<file path="src/rtl/qq_pkg.sv">
// QuickQueue command driver shared types.
// Stats outputs are enabled with QQ_DRV_STATS_EN.
package qq_pkg;

  typedef enum logic [1:0] {
    QQ_NOP  = 2'd0,
    QQ_ENQ  = 2'd1,
    QQ_DEQ  = 2'd2,
    QQ_REPL = 2'd3
  } qq_op_e;

  typedef enum logic [1:0] {
    QQ_OK        = 2'd0,
    QQ_FULL_REJ  = 2'd1,
    QQ_EMPTY_REJ = 2'd2,
    QQ_TIMEOUT   = 2'd3
  } qq_status_e;

  localparam logic [1:0] S_IDLE  = 2'd0;
  localparam logic [1:0] S_ISSUE = 2'd1;
  localparam logic [1:0] S_WAIT  = 2'd2;
  localparam logic [1:0] S_RESP  = 2'd3;

  function automatic logic [15:0] sat_inc16(
    input logic [15:0] v
  );
    return (v == 16'hFFFF) ? v : v + 16'd1;
  endfunction

endpackage

</file>
<file path="src/rtl/qq_rsp_reg.sv">
// One-entry response holding register.
// Holds status/key stable until the consumer takes it.
module qq_rsp_reg
  import qq_pkg::*;
#(
  parameter int W = 8
) (
  input  logic         clk,
  input  logic         rst,
  input  logic         load,
  input  logic [1:0]   status_d,
  input  logic [W-1:0] key_d,
  input  logic         rsp_ready,
  output logic         rsp_valid,
  output logic [1:0]   rsp_status,
  output logic [W-1:0] rsp_key,
  output logic         fire
);

  assign fire = rsp_valid & rsp_ready;

  always_ff @(posedge clk or negedge rst) begin
    if (!rst) begin
      rsp_valid  <= 1'b0;
      rsp_status <= 2'd0;
      rsp_key    <= '0;
    end else if (load) begin
      rsp_valid  <= 1'b1;
      rsp_status <= status_d;
      rsp_key    <= key_d;
    end else if (fire) begin
      rsp_valid  <= 1'b0;
    end
  end

endmodule

</file>
<file path="src/rtl/qq_cmd_driver.sv">
// QuickQueue initiator: command stream to enq/deq/repl pulses.
// Optional QQ_DRV_STATS_EN adds stat_ops/stat_rej counters.
module qq_cmd_driver
  import qq_pkg::*;
#(
  parameter int W       = 8,
  parameter int TIMEOUT = 64,
  parameter int MIN_GAP = 1
) (
  input  logic         clk,
  input  logic         rst,
  input  logic         cmd_valid,
  output logic         cmd_ready,
  input  logic [1:0]   cmd_op,
  input  logic [W-1:0] cmd_key,
  output logic         rsp_valid,
  input  logic         rsp_ready,
  output logic [1:0]   rsp_status,
  output logic [W-1:0] rsp_key,
  output logic         enq,
  output logic         deq,
  output logic         repl,
  output logic [W-1:0] lt_i,
  input  logic [W-1:0] lt_o,
  input  logic         rdy_t,
  input  logic         full_t,
  input  logic         empty_t
`ifdef QQ_DRV_STATS_EN
  ,
  output logic [15:0]  stat_ops,
  output logic [15:0]  stat_rej
`endif
);

  localparam int TW = $clog2(TIMEOUT + 1);

  logic [1:0]   state;
  qq_op_e       op_q;
  qq_op_e       op_d;
  logic [W-1:0] rkey_q;
  logic [TW-1:0] timer;
  logic         pulsed_q;
  logic         accept;
  logic         reject;
  logic         rsp_load;
  qq_status_e   st_d;
  logic [W-1:0] key_d;
  logic         rsp_fire;

  assign op_d      = qq_op_e'(cmd_op);
  assign cmd_ready = rst & (state == S_IDLE) & rdy_t;
  assign accept    = cmd_valid & cmd_ready;

  assign enq  = (state == S_ISSUE) & (op_q == QQ_ENQ);
  assign deq  = (state == S_ISSUE) & (op_q == QQ_DEQ);
  assign repl = (state == S_ISSUE) & (op_q == QQ_REPL);

  always_comb begin
    reject   = 1'b0;
    rsp_load = 1'b0;
    st_d     = QQ_OK;
    key_d    = rkey_q;
    unique case (1'b1)
      (state == S_IDLE): begin
        unique case (op_d)
          QQ_NOP:  begin reject = 1'b1; st_d = QQ_OK; end
          QQ_ENQ:  begin reject = full_t; st_d = QQ_FULL_REJ; end
          default: begin reject = empty_t; st_d = QQ_EMPTY_REJ; end
        endcase
        rsp_load = accept & reject;
        key_d    = '0;
      end
      (state == S_WAIT): begin
        // rdy_t right after a pulse may still reflect the old op
        if (rdy_t && timer >= TW'(MIN_GAP)) begin
          rsp_load = 1'b1;
          st_d     = QQ_OK;
        end else if (timer == TW'(TIMEOUT)) begin
          rsp_load = 1'b1;
          st_d     = QQ_TIMEOUT;
        end
      end
      default: ;
    endcase
  end

  always_ff @(posedge clk or negedge rst) begin
    if (!rst) begin
      state    <= S_IDLE;
      op_q     <= QQ_NOP;
      rkey_q   <= '0;
      timer    <= '0;
      pulsed_q <= 1'b0;
      lt_i     <= '0;
    end else begin
      unique case (state)
        S_IDLE: begin
          if (accept && reject) begin
            pulsed_q <= 1'b0;
            state    <= S_RESP;
          end else if (accept) begin
            op_q     <= op_d;
            lt_i     <= (op_d == QQ_DEQ) ? '0 : cmd_key;
            rkey_q   <= '0;
            pulsed_q <= 1'b1;
            state    <= S_ISSUE;
          end
        end
        S_ISSUE: begin
          if (op_q != QQ_ENQ) rkey_q <= lt_o;
          timer <= '0;
          state <= S_WAIT;
        end
        S_WAIT: begin
          if (rsp_load) state <= S_RESP;
          else if (timer != TW'(TIMEOUT))
            timer <= timer + 1'b1;
        end
        default: begin
          if (rsp_fire) state <= S_IDLE;
        end
      endcase
    end
  end

  qq_rsp_reg #(.W(W)) u_rsp (
    .clk        (clk),
    .rst        (rst),
    .load       (rsp_load),
    .status_d   (st_d),
    .key_d      (key_d),
    .rsp_ready  (rsp_ready),
    .rsp_valid  (rsp_valid),
    .rsp_status (rsp_status),
    .rsp_key    (rsp_key),
    .fire       (rsp_fire)
  );

`ifdef QQ_DRV_STATS_EN
  always_ff @(posedge clk or negedge rst) begin
    if (!rst) begin
      stat_ops <= '0;
      stat_rej <= '0;
    end else if (rsp_fire) begin
      if (pulsed_q) stat_ops <= sat_inc16(stat_ops);
      if (rsp_status != QQ_OK)
        stat_rej <= sat_inc16(stat_rej);
    end
  end
`endif

endmodule

</file>
<file path="config.mk">
export PLATFORM = sky130hd
export DESIGN_NAME = qq_cmd_driver
export DESIGN_NICKNAME = d
export VERILOG_FILES = /design/src/rtl/qq_pkg.sv /design/src/rtl/qq_rsp_reg.sv /design/src/rtl/qq_cmd_driver.sv
export SDC_FILE = /design/constraint.sdc
export NUM_CORES = 1
export LEC_CHECK = 0
export ABC_CLOCK_PERIOD_IN_PS = 4500
export CORE_MARGIN = 5
export CORE_UTILIZATION = 40
export CTS_BUF_LIST = sky130_fd_sc_hd__clkbuf_2 sky130_fd_sc_hd__clkbuf_4 sky130_fd_sc_hd__clkbuf_8
export CTS_CLUSTER_DIAMETER = 60
export DETAILED_ROUTE_END_ITERATION = 6
export HOLD_SLACK_MARGIN = 0.1
export MAX_ROUTING_LAYER = met4
export PLACE_DENSITY = 0.7
export RECOVER_POWER = 25
export SLEW_MARGIN = 15
export SYNTH_ARGS = -nofsm -noshare
export SYNTH_HDL_FRONTEND = slang
export SYNTH_SLANG_ARGS = --single-unit
</file>
<file path="constraint.sdc">
create_clock -name clk -period 4.5 [get_ports clk]
set_clock_uncertainty 0.15 [all_clocks]
set_input_delay 1.35 -clock clk [delete_from_list [all_inputs] [get_ports clk]]
set_output_delay 1.35 -clock clk [all_outputs]
set_load 0.1 [all_outputs]
</file>
==> results.sh <==
export IMPL_cp_start_kind="input port"
export IMPL_synthSimpleGateAreaFrac_pct=17.9
export IMPL_crit_chain="clkdlybuf4s50_1 > and3_1 > buf_12"
export IMPL_synthAdderAreaFrac_pct=4.77
export IMPL_rsz0062_at_grt="false"
export IMPL_tns_ns=0
export IMPL_cpPeakStageDelay_ns=0.56
export IMPL_die_area_um2=6040
export IMPL_drv_cap=1
export IMPL_ctsResizeCount=0
export IMPL_cp_slowest_cell="clkdlybuf4s50_1"
export IMPL_crit_type="input port to output pin"
export IMPL_final_nets=263
export IMPL_yosys_area_share_xor_xnor_pct=0
export IMPL_synth_top_flop_cell="dfrtp_1"
export IMPL_critical_path_top_delay_family="buffers and inverters"
export IMPL_relSlewSlack_pct=-4.94
export IMPL_io_pins=48
export IMPL_critical_path_buf_inv_count=2
export IMPL_synthDistinctLibCells=32
export IMPL_layout_setup_ws_ns=0.672
export IMPL_num_rows=24
export IMPL_clkSlewWorstSetupHoldPaths_ns=0.08
export IMPL_groute_usage_overall_pct=14.7
export IMPL_vias=1443
export IMPL_hold_path_class="flip-flop to flip-flop"
export IMPL_cts_tree="yes"
export IMPL_area_growth_pct=32.6
export IMPL_pre_cts_ws_ns=0.573
export IMPL_start_util_pct=41.6
export IMPL_synth_avg_cell_area_um2=9.98
export IMPL_synth_top_family_by_area="simple AND/OR/NAND/NOR gates"
export IMPL_place_congestion=0.725
export IMPL_clk_latency_ns=0.29
export IMPL_postSynthRegisterBits=38
export IMPL_worst_slew_pin_slew_ns=1.57
export IMPL_crit_fanout=5
export IMPL_status="finished, violations left"
export IMPL_setup_viol=0
export IMPL_cts_max_level=2
export IMPL_drtIter0Drc=79
export IMPL_die_width_um=77.7
export IMPL_cts_sinks=38
export IMPL_synth_edf_count=0
export IMPL_cts_setup_buffers=0
export IMPL_avgRoutedWirePerCell_um=13.8
export IMPL_synthesis_area_um2=1840
export IMPL_ctsHoldBuffers=0
export IMPL_drt_total_wl_um=3920
export IMPL_cp_required_ns=3.00
export IMPL_syn_num_nets=216
export IMPL_viasPerCell=5.08
export IMPL_antenna_found_initial=0
export IMPL_place_hpwl_um=2960
export IMPL_cts_path_max_buffers=2
export IMPL_ant_nets=0
export IMPL_period_share_pct=85.1
export IMPL_synth_async_reset_ratio_pct=100
export IMPL_ys_seq_area_share_pct=51.8
export IMPL_layoutNonFillerInstCount=284
export IMPL_grt_pass1_vias=1517
export IMPL_grt_ovfl_total=0
export IMPL_io_buffers=47
export IMPL_hold_viol_final=0
export IMPL_worstHoldPathCells=2
export IMPL_grt_pass1_wl_um=7000
export IMPL_drtPass1Iterations=4
export IMPL_r2r_cells=7
export IMPL_grt_max_degree=31
export IMPL_fmax_mhz=261
export IMPL_dp_cells=276
export IMPL_route_detailed_drc=0
export IMPL_ys_warn_count=0
export IMPL_drv_slew=31
export IMPL_numCtsBuffers=5
export IMPL_diodes=0
export IMPL_clockRootBuffer="clkbuf_8"
export IMPL_synth_compound_area_share_pct=12.7
export IMPL_critPathCaptureType="output pin"
export IMPL_drive_gt1_share_pct=10.8
export IMPL_netlist_instances=184
export IMPL_fin_hold_ws_ns=0.324
export IMPL_num_fill_cells=402
export IMPL_fp_dieH_um=77.7
export IMPL_synth_area_mux_share_pct=9.00
export IMPL_min_period_ns=3.83
export IMPL_fp_coreArea_um2=4410
export IMPL_arrival_ns=2.33
export IMPL_violations="max-capacitance violations, max-slew violations"
export IMPL_worst_path_stages=3
-- synthesized netlist by cell type, types with 3 or more instances --
master / n / area (um2)
nand2_1: 41 / 154
nor2b_1: 8 / 50.1
clkbuf_1: 5 / 18.8
inv_1: 10 / 37.5
mux2i_1: 3 / 30.0
ha_1: 7 / 87.6
and3_1: 3 / 18.8
dfrtp_1: 38 / 951
o211ai_1: 3 / 22.5
o21ai_0: 20 / 100
nand3_1: 5 / 25.0
mux2_2: 12 / 135
-- worst register-to-register path: stages (launching register included) --
cell and delay [ns]:
dfrtp_1 0.42, inv_1 0.11, ha_1 0.52, nand4_1 0.25, nor4bb_1 0.56, a2111o_1 0.45
and2_1 0.25, mux2i_1 0.19
-- final timing paths --
check / from / end / slack (ns)
worst max-delay path: rdy_t / cmd_ready / 0.67
worst min-delay path: rkey_q[7] / rkey_q[7] / 0.32
worst max register to register: state[0] / state[0] / 1.53
worst min register to register: rkey_q[7] / rkey_q[7] / 0.32
max in group asynchronous: rst / rkey_q[1] / 1.45
min in group asynchronous: rst / state[0] / 0.89
-- flip-flops by register name, indices dropped and copies added (netlist names) --
name,flops
lt_i,8
op_q,2
rkey_q,8
state,2
timer,7
u_rsp.rsp_key,8
u_rsp.rsp_status,2
u_rsp.rsp_valid,1
-- routing by layer --
metal	track usage, %	up-vias	share of wire [%]	wire, um
li1	-	725	-	-
met1	18.2	687	44	1740
met2	23.6	29	51	1990
met3	3.36	2	3.8	148
met4	5.15	0	0.92	36
met5	-	-	0	0
-- through the flow --
step           instance area [um2]  utilization [%]
2_1_floorplan                 1840                -
3_3_place_gp                  2340             53.1
3_5_place_dp                  2340             53.1
4_1_cts                       2440             55.2
5_1_grt                       2430             55.1
6_report                      2430             55.1
-- cell families after synthesis --
group           Yosys count
buf+inv                  18
fa+ha+maj                 7
mux                      15
flops                    38
simple gates             69
compound gates           37
-- cell usage in the layout, fill, tap and decap left out, types with 2 or more instances in the layout --
cell type,synthesis,routed
nand2b_1,2,2
dfrtp_1,38,38
o21bai_1,2,2
a21o_1,2,2
nor2b_1,8,8
a21oi_1,2,2
nor4_1,2,2
mux2_2,12,12
buf_4,0,3
inv_1,10,10
clkbuf_1,5,2
o41ai_1,2,2
o211ai_1,3,3
o31ai_1,2,2
ha_1,7,7
o21ai_0,20,20
nand3_1,5,5
clkdlybuf4s50_1,0,42
clkbuf_8,0,6
and3_1,3,3
mux2i_1,3,3
nand2_1,41,41
o311ai_0,2,2
-- final cells by class --
cell class                 count  area (um2)  share of cell area (%)
clock inverter                 2        12.5                   0.514
multi-input combinational    128         815                    33.5
clock buffer                   6        82.6                    3.39
sequential                    38         951                    39.1
timing repair buffer          48         470                    19.3
inverter                      10        37.5                    1.54
tap                           52        65.1                    2.67
Power is left out: the tool's default activity adds up to more than one toggle a clock period on the data nets, which glitch-free logic cannot reach.
